`src/rtl/mux_glitch_monitor_pkg.sv`:
```
// Shared types, default parameters and helpers for the mux glitch monitor.
package mux_glitch_pkg;

  typedef enum logic [1:0] {
    IDLE,
    WINDOW,
    STABLE,
    DONE
  } mon_state_e;

  localparam int DEF_SYNC_STAGES = 2;
  localparam int DEF_SETTLE_CYC  = 8;
  localparam int DEF_STABLE_CYC  = 3;
  localparam int DEF_TIMEOUT_CYC = 64;
  localparam int DEF_CNT_W       = 4;
  localparam int GTOT_W          = 16;

  // A logical change of the mux output needs exactly one transition; a hold needs none.
  function automatic logic required_trans(input logic init_v, input logic final_v);
    return init_v ^ final_v;
  endfunction

endpackage

```
`src/rtl/mux_glitch_monitor_if.sv`:
```
// Sequencer-facing start/result bundle of the mux glitch monitor.
interface mux_glitch_monitor_if
  import mux_glitch_pkg::*;
#(
  parameter int CNT_W = DEF_CNT_W
);
  logic              eval_start;
  logic              exp_val;
  logic              busy;
  logic              done;
  logic              final_val;
  logic [CNT_W-1:0]  trans_cnt;
  logic              glitch;
  logic              mismatch;
  logic              timeout;
  logic [GTOT_W-1:0] glitch_total;

  modport master (
    output eval_start, exp_val,
    input  busy, done, final_val, trans_cnt, glitch, mismatch, timeout, glitch_total
  );

  modport slave (
    input  eval_start, exp_val,
    output busy, done, final_val, trans_cnt, glitch, mismatch, timeout, glitch_total
  );
endinterface

```
`src/rtl/mux_glitch_monitor_bit_sync.sv`:
```
// N-flop synchroniser for a single asynchronous gadget output.
module bit_sync #(
  parameter int N = 2
) (
  input  logic clk,
  input  logic rst_n,
  input  logic d,
  output logic q
);

  logic [N-1:0] chain;

  always_ff @(posedge clk or negedge rst_n) begin
    if (!rst_n) chain <= '0;
    else        chain <= {chain[N-2:0], d};
  end

  assign q = chain[N-1];

endmodule

```
`src/rtl/mux_glitch_monitor.sv`:
```
// Observes the synchronised mux output after each input change: counts transitions,
// waits for stability (or times out) and reports value, glitch and mismatch.
//
// state  | meaning
// IDLE   | waiting for eval_start; results held
// WINDOW | fixed SETTLE_CYC observation window, counting edges
// STABLE | waiting for STABLE_CYC edge-free cycles, bounded by TIMEOUT_CYC
// DONE   | one-cycle result pulse
module mux_glitch_monitor
  import mux_glitch_pkg::*;
#(
  parameter int SYNC_STAGES = DEF_SYNC_STAGES,
  parameter int SETTLE_CYC  = DEF_SETTLE_CYC,
  parameter int STABLE_CYC  = DEF_STABLE_CYC,
  parameter int TIMEOUT_CYC = DEF_TIMEOUT_CYC,
  parameter int CNT_W       = DEF_CNT_W
) (
  input  logic                 clk,
  input  logic                 rst_n,
  input  logic                 mux_in,
  mux_glitch_monitor_if.slave  bus
);

  localparam int TMR_MAX = (TIMEOUT_CYC > SETTLE_CYC) ? TIMEOUT_CYC : SETTLE_CYC;
  localparam int TMR_W   = $clog2(TMR_MAX + 1);
  localparam int STB_W   = $clog2(STABLE_CYC + 1);

  mon_state_e        state_q, state_d;
  logic [TMR_W-1:0]  timer_q, timer_d;
  logic [STB_W-1:0]  stb_q, stb_d;
  logic [CNT_W-1:0]  tcnt_q, tcnt_d, tcnt_inc;
  logic              exp_q, exp_d;
  logic              init_q, init_d;
  logic              tout_q, tout_d;
  logic              glitch_q, glitch_d;
  logic              mism_q, mism_d;
  logic              final_q, final_d;
  logic [GTOT_W-1:0] gtot_q, gtot_d;
  logic              s, prev_q, edge_seen;
  logic              glitch_now, mism_now;
  logic              settle_hit, tmo_hit;

  bit_sync #(.N(SYNC_STAGES)) u_sync (
    .clk   (clk),
    .rst_n (rst_n),
    .d     (mux_in),
    .q     (s)
  );

  assign edge_seen  = s ^ prev_q;
  assign tcnt_inc   = (tcnt_q == '1) ? tcnt_q : tcnt_q + CNT_W'(1);
  assign glitch_now = (tcnt_q > CNT_W'(required_trans(init_q, s))) | tout_q;
  assign mism_now   = s ^ exp_q;
  assign settle_hit = !edge_seen && (stb_q == STB_W'(STABLE_CYC - 1));
  assign tmo_hit    = (timer_q == TMR_W'(TIMEOUT_CYC - 1));

  always_comb begin
    state_d  = state_q;
    timer_d  = timer_q;
    stb_d    = stb_q;
    tcnt_d   = tcnt_q;
    exp_d    = exp_q;
    init_d   = init_q;
    tout_d   = tout_q;
    glitch_d = glitch_q;
    mism_d   = mism_q;
    final_d  = final_q;
    gtot_d   = gtot_q;
    case (state_q)
      IDLE: begin
        if (bus.eval_start) begin
          exp_d    = bus.exp_val;
          init_d   = s;
          tcnt_d   = '0;
          timer_d  = '0;
          stb_d    = '0;
          glitch_d = 1'b0;
          mism_d   = 1'b0;
          tout_d   = 1'b0;
          state_d  = WINDOW;
        end
      end
      WINDOW: begin
        timer_d = timer_q + TMR_W'(1);
        if (edge_seen) tcnt_d = tcnt_inc;
        if (timer_q == TMR_W'(SETTLE_CYC - 1)) begin
          timer_d = '0;
          stb_d   = '0;
          state_d = STABLE;
        end
      end
      STABLE: begin
        timer_d = timer_q + TMR_W'(1);
        if (edge_seen) begin
          tcnt_d = tcnt_inc;
          stb_d  = '0;
        end else begin
          stb_d  = stb_q + STB_W'(1);
        end
        // A settle in the same cycle as the timeout takes priority.
        if (settle_hit) begin
          state_d = DONE;
        end else if (tmo_hit) begin
          tout_d  = 1'b1;
          state_d = DONE;
        end
      end
      DONE: begin
        final_d  = s;
        glitch_d = glitch_now;
        mism_d   = mism_now;
        if (glitch_now && gtot_q != '1) gtot_d = gtot_q + GTOT_W'(1);
        state_d  = IDLE;
      end
      default: state_d = IDLE;
    endcase
  end

  always_ff @(posedge clk or negedge rst_n) begin
    if (!rst_n) begin
      state_q  <= IDLE;
      timer_q  <= '0;
      stb_q    <= '0;
      tcnt_q   <= '0;
      exp_q    <= 1'b0;
      init_q   <= 1'b0;
      tout_q   <= 1'b0;
      glitch_q <= 1'b0;
      mism_q   <= 1'b0;
      final_q  <= 1'b0;
      gtot_q   <= '0;
      prev_q   <= 1'b0;
    end else begin
      state_q  <= state_d;
      timer_q  <= timer_d;
      stb_q    <= stb_d;
      tcnt_q   <= tcnt_d;
      exp_q    <= exp_d;
      init_q   <= init_d;
      tout_q   <= tout_d;
      glitch_q <= glitch_d;
      mism_q   <= mism_d;
      final_q  <= final_d;
      gtot_q   <= gtot_d;
      prev_q   <= s;
    end
  end

  // Results are live during the DONE pulse and held from the registers afterwards.
  assign bus.busy         = (state_q != IDLE);
  assign bus.done         = (state_q == DONE);
  assign bus.final_val    = (state_q == DONE) ? s          : final_q;
  assign bus.glitch       = (state_q == DONE) ? glitch_now : glitch_q;
  assign bus.mismatch     = (state_q == DONE) ? mism_now   : mism_q;
  assign bus.trans_cnt    = tcnt_q;
  assign bus.timeout      = tout_q;
  assign bus.glitch_total = gtot_q;

endmodule
```
`src/flat_wrapper.sv`:
```
// flat-port wrapper written by rule: the top's interface ports become plain ports
module mux_glitch_monitor_flat import mux_glitch_pkg::*;
#(
  parameter int SYNC_STAGES = DEF_SYNC_STAGES,
  parameter int SETTLE_CYC  = DEF_SETTLE_CYC,
  parameter int STABLE_CYC  = DEF_STABLE_CYC,
  parameter int TIMEOUT_CYC = DEF_TIMEOUT_CYC,
  parameter int CNT_W       = DEF_CNT_W
)
  (clk, rst_n, mux_in, bus_eval_start, bus_exp_val, bus_busy, bus_done, bus_final_val, bus_trans_cnt, bus_glitch, bus_mismatch, bus_timeout, bus_glitch_total);
  mux_glitch_monitor_if #(.CNT_W(CNT_W)) bus_i ();
  input  logic clk;
  input  logic rst_n;
  input  logic mux_in;
  input wire logic [$bits(bus_i.eval_start)-1:0] bus_eval_start;
  input wire logic [$bits(bus_i.exp_val)-1:0] bus_exp_val;
  output wire logic [$bits(bus_i.busy)-1:0] bus_busy;
  output wire logic [$bits(bus_i.done)-1:0] bus_done;
  output wire logic [$bits(bus_i.final_val)-1:0] bus_final_val;
  output wire logic [$bits(bus_i.trans_cnt)-1:0] bus_trans_cnt;
  output wire logic [$bits(bus_i.glitch)-1:0] bus_glitch;
  output wire logic [$bits(bus_i.mismatch)-1:0] bus_mismatch;
  output wire logic [$bits(bus_i.timeout)-1:0] bus_timeout;
  output wire logic [$bits(bus_i.glitch_total)-1:0] bus_glitch_total;
  assign bus_i.eval_start = bus_eval_start;
  assign bus_i.exp_val = bus_exp_val;
  assign bus_busy = bus_i.busy;
  assign bus_done = bus_i.done;
  assign bus_final_val = bus_i.final_val;
  assign bus_trans_cnt = bus_i.trans_cnt;
  assign bus_glitch = bus_i.glitch;
  assign bus_mismatch = bus_i.mismatch;
  assign bus_timeout = bus_i.timeout;
  assign bus_glitch_total = bus_i.glitch_total;
  mux_glitch_monitor #(.SYNC_STAGES(SYNC_STAGES), .SETTLE_CYC(SETTLE_CYC), .STABLE_CYC(STABLE_CYC), .TIMEOUT_CYC(TIMEOUT_CYC), .CNT_W(CNT_W)) u_core (.clk(clk), .rst_n(rst_n), .mux_in(mux_in), .bus(bus_i));
endmodule
```
`config.mk`:
```
export PLATFORM = sky130hd
export DESIGN_NAME = mux_glitch_monitor_flat
export DESIGN_NICKNAME = d
export VERILOG_FILES = /design/src/rtl/mux_glitch_monitor_pkg.sv /design/src/rtl/mux_glitch_monitor_if.sv /design/src/rtl/mux_glitch_monitor_bit_sync.sv /design/src/rtl/mux_glitch_monitor.sv /design/src/flat_wrapper.sv
export SDC_FILE = /design/constraint.sdc
export NUM_CORES = 1
export LEC_CHECK = 0
export CAP_MARGIN = 20
export CELL_PAD_IN_SITES_DETAIL_PLACEMENT = 0
export CELL_PAD_IN_SITES_GLOBAL_PLACEMENT = 1
export CORE_AREA = 8 8 89 91
export CTS_BUF_LIST = sky130_fd_sc_hd__clkbuf_8 sky130_fd_sc_hd__clkbuf_16
export DETAILED_ROUTE_END_ITERATION = 8
export DIE_AREA = 0 0 97 99
export GPL_TIMING_DRIVEN = 0
export PLACE_DENSITY = 0.69
export SLEW_MARGIN = 30
export SYNTH_ARGS = -nofsm -noshare
export SYNTH_HDL_FRONTEND = slang
export SYNTH_HIERARCHICAL = 1
export SYNTH_SLANG_ARGS = --single-unit
```
`constraint.sdc`:
```
create_clock -name clk -period 4.2 [get_ports clk]
set_input_delay 0.84 -clock clk [delete_from_list [all_inputs] [get_ports clk]]
set_output_delay 0.84 -clock clk [all_outputs]
set_load 0.02 [all_outputs]
```
-- Word level (Yosys, flattened, before mapping)
Index checks and enable logic that the tools add are counted.
- memories kept: 0
- register bits after elaboration: 40
- RAM bits: 0
- latch bits: 0
- memory bits (read-only): 0
- shifts and indexed selects: 0
- div/mod/pow operators: 0
- eq/ne operators: 15
- multiplexer cells: 25
- multiply operators: 0
- bitwise logic cells: 4
- $add $sub $neg: 4
- magnitude comparators: 1
- reduce and logical (&&, ||, !) cells: 18
- operator list (operator ; count):
    case mux 7 bit (3 select lines) ; 1
    adder 16 x 1 -> 16 bit, second input constant ; 1
    inequality test 16 bit, second input constant ; 1
    2-to-1 mux 2 bit ; 7
    2-to-1 mux 7 bit ; 2
    2-to-1 mux 4 bit ; 3
    case mux 2 bit (4 select lines) ; 1
    case mux 4 bit (2 select lines) ; 1
    AND reduction 2 bit ; 4
    AND reduction 4 bit ; 2
    nonzero test 2 bit ; 4
    adder 7 x 1 -> 7 bit, second input constant ; 1
    equality test 7 x 3 -> 1 bit, second input constant ; 1
    equality test 7 x 6 -> 1 bit, second input constant ; 1
    equality test 2 bit, second input constant ; 3
    2-to-1 mux 1 bit ; 6
    inequality test 2 x 1 -> 1 bit, second input constant ; 3
    inequality test 2 bit, second input constant ; 3
    case mux 1 bit (2 select lines) ; 3
    case mux 2 bit (3 select lines) ; 1
    AND reduction 3 bit ; 2
    adder 4 x 1 -> 4 bit, second input constant ; 1
    equality test 4 bit, second input constant ; 1
    > comparator 4 x 1 -> 1 bit ; 1
    10 further kinds ; 13

-- Logic depth before layout (Yosys ltp)
Gate-level depths: netlist of run 1.
- depth after elaboration: 5
- gate-level depth with buffers: 7
- gate-level depth less buffers: 6

-- By module
The synthesis of run 1 kept the hierarchy.
- by module, submodules not included (module ; cells an instance ; times used ; area each (um^2)):
    mux_glitch_monitor ; 213 ; 1 ; 2149.6
    bit_sync ; 2 ; 1 ; 50.0

-- Worst setup path after synthesis of run 1
OpenSTA, ideal clock, no wires.
- path kind: register to output
- start point: register u_core.tcnt_q[2] (netlist: u_core/bus.trans_cnt[2])
- end point: output port bus_glitch
- data required time: 3360 ps
- path slack: 1759 ps
- cell stages (with the launch flop): 4
- arrival time: 1601 ps
- buffers on the path: 0
- path through: dfrtp_1 or4_4 o21ai_2 o21ai_0
- cells in the longest elaborated chain, start to end: 3
- ends and longest elaborated chain (what ; line ; text):
    from (decl) ; mux_glitch_monitor.sv:31 ; logic [CNT_W-1:0] tcnt_q, tcnt_d, tcnt_inc;
    from (signal assigned) ; mux_glitch_monitor.sv:137 ; tcnt_q <= tcnt_d;
    > comparator 4 x 1 -> 1 bit ; mux_glitch_monitor.sv:52 ; assign glitch_now = (tcnt_q > CNT_W'(required_trans(init_q, s))) | tout_q;
    bitwise OR 1 bit ; mux_glitch_monitor.sv:52 ;
    2-to-1 mux 1 bit ; mux_glitch_monitor.sv:153 ; assign bus.glitch = (state_q == DONE) ? glitch_now : glitch_q;
    to (decl) ; flat_wrapper.sv:21 ; output wire logic [$bits(bus_i.glitch)-1:0] bus_glitch;
Every way passes these cells.

-- Final worst setup path of run 1
- start point: register u_core.u_sync.chain[1]
- end point: output port bus_glitch
- cells in the longest elaborated chain, start to end: 4
- ends and longest elaborated chain (what ; line ; text):
    from (decl) ; mux_glitch_monitor_bit_sync.sv:11 ; logic [N-1:0] chain;
    from (signal assigned) ; mux_glitch_monitor_bit_sync.sv:15 ; else chain <= {chain[N-2:0], d};
    bitwise XOR 1 bit ; mux_glitch_monitor_pkg.sv:20 ; return init_v ^ final_v;
    > comparator 4 x 1 -> 1 bit ; mux_glitch_monitor.sv:52 ;
    bitwise OR 1 bit ; mux_glitch_monitor.sv:52 ;
    2-to-1 mux 1 bit ; mux_glitch_monitor.sv:153 ;
Every way passes these cells.

==> results of run 1 <==
[state kept, by name, summed over array words and instances, names as in the netlist]
name,cells
u_core/bus.glitch_total,16
u_core/timer_q,7
u_core/bus.trans_cnt,4
u_core/state_q,2
u_core/stb_q,2
u_core/u_sync/chain,2
u_core/bus.timeout,1
u_core/exp_q,1
u_core/final_q,1
u_core/glitch_q,1
u_core/init_q,1
u_core/mism_q,1
u_core/prev_q,1
[power by group through the flow]
stage | Combinational [W] | Clock, W | Sequential, W
after CTS | 0.000824 | 0.000252 | 0.000555
after floorplan | 0.000511 | 0 | 0.000583
final | 0.000813 | 0.000242 | 0.000555
after global placement | 0.000812 | 0 | 0.000561
after detailed placement | 0.000820 | 0 | 0.000562
after global routing | 0.000911 | 0.000268 | 0.000570
[how the worst min path moves through the flow]
stage / endpoint / slack, ps / cells after the start
6_report: u_core/u_sync/chain[1] / 360 / 0
2_1_floorplan: u_core/u_sync/chain[1] / 330 / 0
3_3_place_gp: u_core/u_sync/chain[1] / 330 / 0
4_1_cts: u_core/u_sync/chain[1] / 360 / 0
3_5_place_dp: u_core/u_sync/chain[1] / 340 / 0
5_1_grt: u_core/u_sync/chain[1] / 370 / 0
[through the flow]
stage	worst slack, ps	area, um2	hold slack [ps]	power, W
6_report	850.1	2718	359.9	0.001609
4_1_cts	828.4	2718	361.9	0.001632
3_5_place_dp	1165	2640	344.8	0.001382
5_1_grt	697.5	2718	367.5	0.001749
2_1_floorplan	1759	2200	331.2	0.001094
3_3_place_gp	1157	2590	333.2	0.001373
[critical path, stage by stage, from the launching register on]
cell and delay [ps]:
sky130_fd_sc_hd__dfrtp_1 460, sky130_fd_sc_hd__xor2_1 190, sky130_fd_sc_hd__ha_1 270, sky130_fd_sc_hd__nor2_1 260
sky130_fd_sc_hd__o21ai_2 160, sky130_fd_sc_hd__o21ai_0 190, sky130_fd_sc_hd__clkdlybuf4s50_1 680
[synthesized netlist by cell type (3+ instances only)]
master and n:
sky130_fd_sc_hd__a211oi_1 6, sky130_fd_sc_hd__a21oi_1 12, sky130_fd_sc_hd__and3_1 3, sky130_fd_sc_hd__and4_1 3, sky130_fd_sc_hd__buf_2 4, sky130_fd_sc_hd__dfrtp_1 40
sky130_fd_sc_hd__ha_1 11, sky130_fd_sc_hd__inv_1 9, sky130_fd_sc_hd__mux2_2 6, sky130_fd_sc_hd__mux2i_1 8, sky130_fd_sc_hd__nand2_1 14, sky130_fd_sc_hd__nand3_1 14
sky130_fd_sc_hd__nand4_1 4, sky130_fd_sc_hd__nor2_1 12, sky130_fd_sc_hd__nor3_1 8, sky130_fd_sc_hd__o21ai_0 12, sky130_fd_sc_hd__o21ai_2 3, sky130_fd_sc_hd__xnor2_1 11
sky130_fd_sc_hd__xor2_1 8
[area by class of cell]
| class | instances | share of cell area (%) |
|---|---|---|
| Tap cell | 80 | 3.683 |
| Buffer | 6 | 1.013 |
| Clock inverter | 2 | 0.3223 |
| Clock buffer | 5 | 2.532 |
| Sequential cell | 40 | 36.83 |
| Multi-Input combinational cell | 160 | 41.85 |
| Timing Repair Buffer | 31 | 12.52 |
| Inverter | 9 | 1.243 |
[kinds of logic (layout without fill, tap and decap cells)]
group,after synthesis,after routing
adder cells (fa/ha/maj),11,11
AND/OR/NAND/NOR,69,69
multiplexers,14,14
XOR/XNOR,19,19
buffers and inverters,15,53
AO/OA/AOI/OAI,47,47
flip-flops,40,40
[per-layer routing]
layer / up-vias / global-route usage, %
met5: - / 0
met4: 0 / 3.905
met3: 5 / 3.219
met2: 22 / 15.57
met1: 791 / 14.55
li1: 853 / -
==> results.txt, run 1 <==
----------------------------------------------------
[Pwr]
  Switching share of power ... 42.14%
  Clock Power Share ... 15.0%
  Internal cell power ... roughly 0.00093 W
  Sequential group share of total power ... 34.5%
  Power per Cell Area ... ~600 nW/um2
  Power share of the combinational group ... 50.5%
  Switching power total ... 0.0006782 W
  Worst-case vdd ir drop ... 291.0 uV
  Leakage component of the power ... 1.178 nW

[Clocking]
  Cells resized by post-CTS repair ... 0
  Post-CTS Repair Setup Buffers ... 0
  Clock-pin slew on the worst setup and hold paths ... 70 ps
  Clock tree from TritonCTS ... yes
  TritonCTS Buffers ... 5
  H-tree Lvls ... 2
  Clk sinks ... 40
  Clock tree root driver cell ... sky130_fd_sc_hd__clkbuf_8
  Clock insertion delay at the later pin of the skew report ... 290 ps
  Maximum number of buffers from clock root to sink ... 2
  Hold buffer count at CTS ... 0

[Layout]
  Filler-free cell count of the finished design ... roughly 330
  Number of diodes added for antenna fixing ... 0
  Most common cell after layout, fill and taps aside ... sky130_fd_sc_hd__dfrtp_1
  Sequential standard cell area ... 1001 um2
  Highest-count cells in the layout ignoring fill and taps ... 40 x sky130_fd_sc_hd__dfrtp_1, 28 x sky130_fd_sc_hd__clkdlybuf4s50_1, 14 x sky130_fd_sc_hd__nand3_1, 14 x sky130_fd_sc_hd__nand2_1
  Multi-input logic area ... approximately 1100 um2
  # nets final ... approximately 270
  Number of filler cells placed in the layout ... 646
  Fraction of final layout cells with drive strength greater than 1 ... 10.67%
  Final design utilization ... between 40% and 50%
  Area added between synthesis and finish ... 23.55%

[Global routing]
  Global-route wire length before repair ... 8.569 mm
  GRT Residual Overflow ... 0
  Overall global routing resource usage ... 10.73%
  Via count of the first global-routing pass ... 1679
  Pin count of the biggest net entering global routing ... 18
  Initial antenna violation count ... 0

[Synth]
  Synth top area cells ... sky130_fd_sc_hd__dfrtp_1 46%, sky130_fd_sc_hd__ha_1 6.3%, sky130_fd_sc_hd__xnor2_1 4.4%
  Area fraction in and, or, nand and nor cells after synthesis ... between 10% and 20%
  Sequential area share after synthesis ... 45.51%
  Multiplexer area fraction after synthesis ... 6.712%
  Synth Area per Inst ... ~10 um2
  Post-Synthesis Net Count ... 231
  Largest family of logic cells by synthesized area ... simple AND/OR/NAND/NOR gates
  Proportion of netlist area held by the largest area contributor ... 45.51%
  Fraction of synthesis flops using an asynchronous set or reset pin ... 100.0%
  Syn Std Cell Area ... about 2200 um2
  Distinct cell type count of the synthesized netlist ... 40
  Xor/xnor cell area share of the yosys netlist ... 7.565%
  Number of warning messages in the yosys log ... 6
  Top FF cell, synth ... sky130_fd_sc_hd__dfrtp_1
  Post-Synthesis Cells ... 215
  Yosys top cell by area ... sky130_fd_sc_hd__dfrtp_1
  Share of the synthesized area in compound gates (AO/OA/AOI/OAI) ... roughly 15%
  Post-synthesis share of cell area spent on full adders, half adders and majority gates ... 6.257%
  Number of register bits inferred by synthesis ... 40
  Number of synthesized flops with an enable pin ... 0

[Place]
  Instance count after placement with tap cells included ... 326
  GPL Wtd Cong ... around 0.77
  Port Buffers ... 29
  Half-perimeter wire length after placement ... 3.724 mm

[Detailed routing]
  1st-iter DRT viols ... between 60 and 70
  Final wirelength ... between 4 and 5 mm
  Count of TritonRoute iterations in the first routing pass ... 4
  Metal-1 WL ... 2.545 mm
  Wire length on met2 ... 2.097 mm
  Via count of the routed design ... 1671
  Drt wl/cell ... ~15 um
  Remaining DRCs ... 0
  Met3 WL ... about 200 um
  Top Layer Used ... met4
  Via-to-Cell Ratio ... 5.018
  DRT antenna net count ... 0

[Critical path]
  Setup CP Type ... register to primary output
  CP required ... about 3400 ps
  Worst R2R Setup Slack ... 2090 ps
  Reg-to-reg critical path endpoint ... u_core/stb_q[1]
  Worst flop-to-flop path startpoint ... u_core/state_q[0]
  Kind of capture point of the worst setup path ... primary output
  Critical Path Source Type ... register
  Highest fanout seen on the critical path ... 6
  Critical Path Start ... u_core/u_sync/chain[1]
  Timing endpoint of the critical path ... bus_glitch
  Signal arrival time at the worst endpoint ... around 2500 ps
  Reg2Reg Depth ... 6

[STA]
  Min Tclk post-route ... 3350 ps
  Final Cycle Share ... approximately 80%
  Slew Viols, Final ... 0
  Transition time of the tightest slew-check pin ... 703.1 ps
  Worst clock skew ... roughly 2.1 ps
  Worst relative slew slack ... 52.79%
  # setup viols final ... 0
  Maximum achievable frequency ... 298.5 MHz
  Fin Setup TNS ... 0 ps
  Final Hold Viols ... 0
  Unrepaired setup endpoints after global routing ... no

[Die]
  Standard cell core area ... 6569 um2
  I/O pin count ... 31
  Die extent in y ... about 99 um
  Floorplan die width ... between 90 and 100 um
  Overall die area ... 9603 um2
  Row Count ... 30
  Initial Utilization ... around 33%

[Hold path]
  Worst hold start ... u_core/u_sync/chain[0]
  Worst hold path class ... register to register

[Status]
  Outcome ... finished clean

[Job]
  Max Cap Violations ... 0

----------------------------------------------------
(Power assumes the default switching activity.)
==> inputs of run 2 (changes only) <==
==> constraint.sdc (replaced) <==
create_clock -name clk -period 3.45 [get_ports clk]
set_input_delay 0.69 -clock clk [delete_from_list [all_inputs] [get_ports clk]]
set_output_delay 0.69 -clock clk [all_outputs]
set_load 0.02 [all_outputs]
==> results of run 2 <==
Same layout as run 1 (identical final DEF). Status: finished clean.
Among the figures that moved: setup slack after placement 1165 ps -> 564.7 ps; setup slack after layout 850.1 ps -> 250.1 ps; hold slack 359.9 ps -> 273.6 ps; register-to-register setup slack 2090 ps -> 1340 ps; total power 0.001609 W -> 0.001959 W; worst IR drop on VDD 291.0 uV -> 354.3 uV
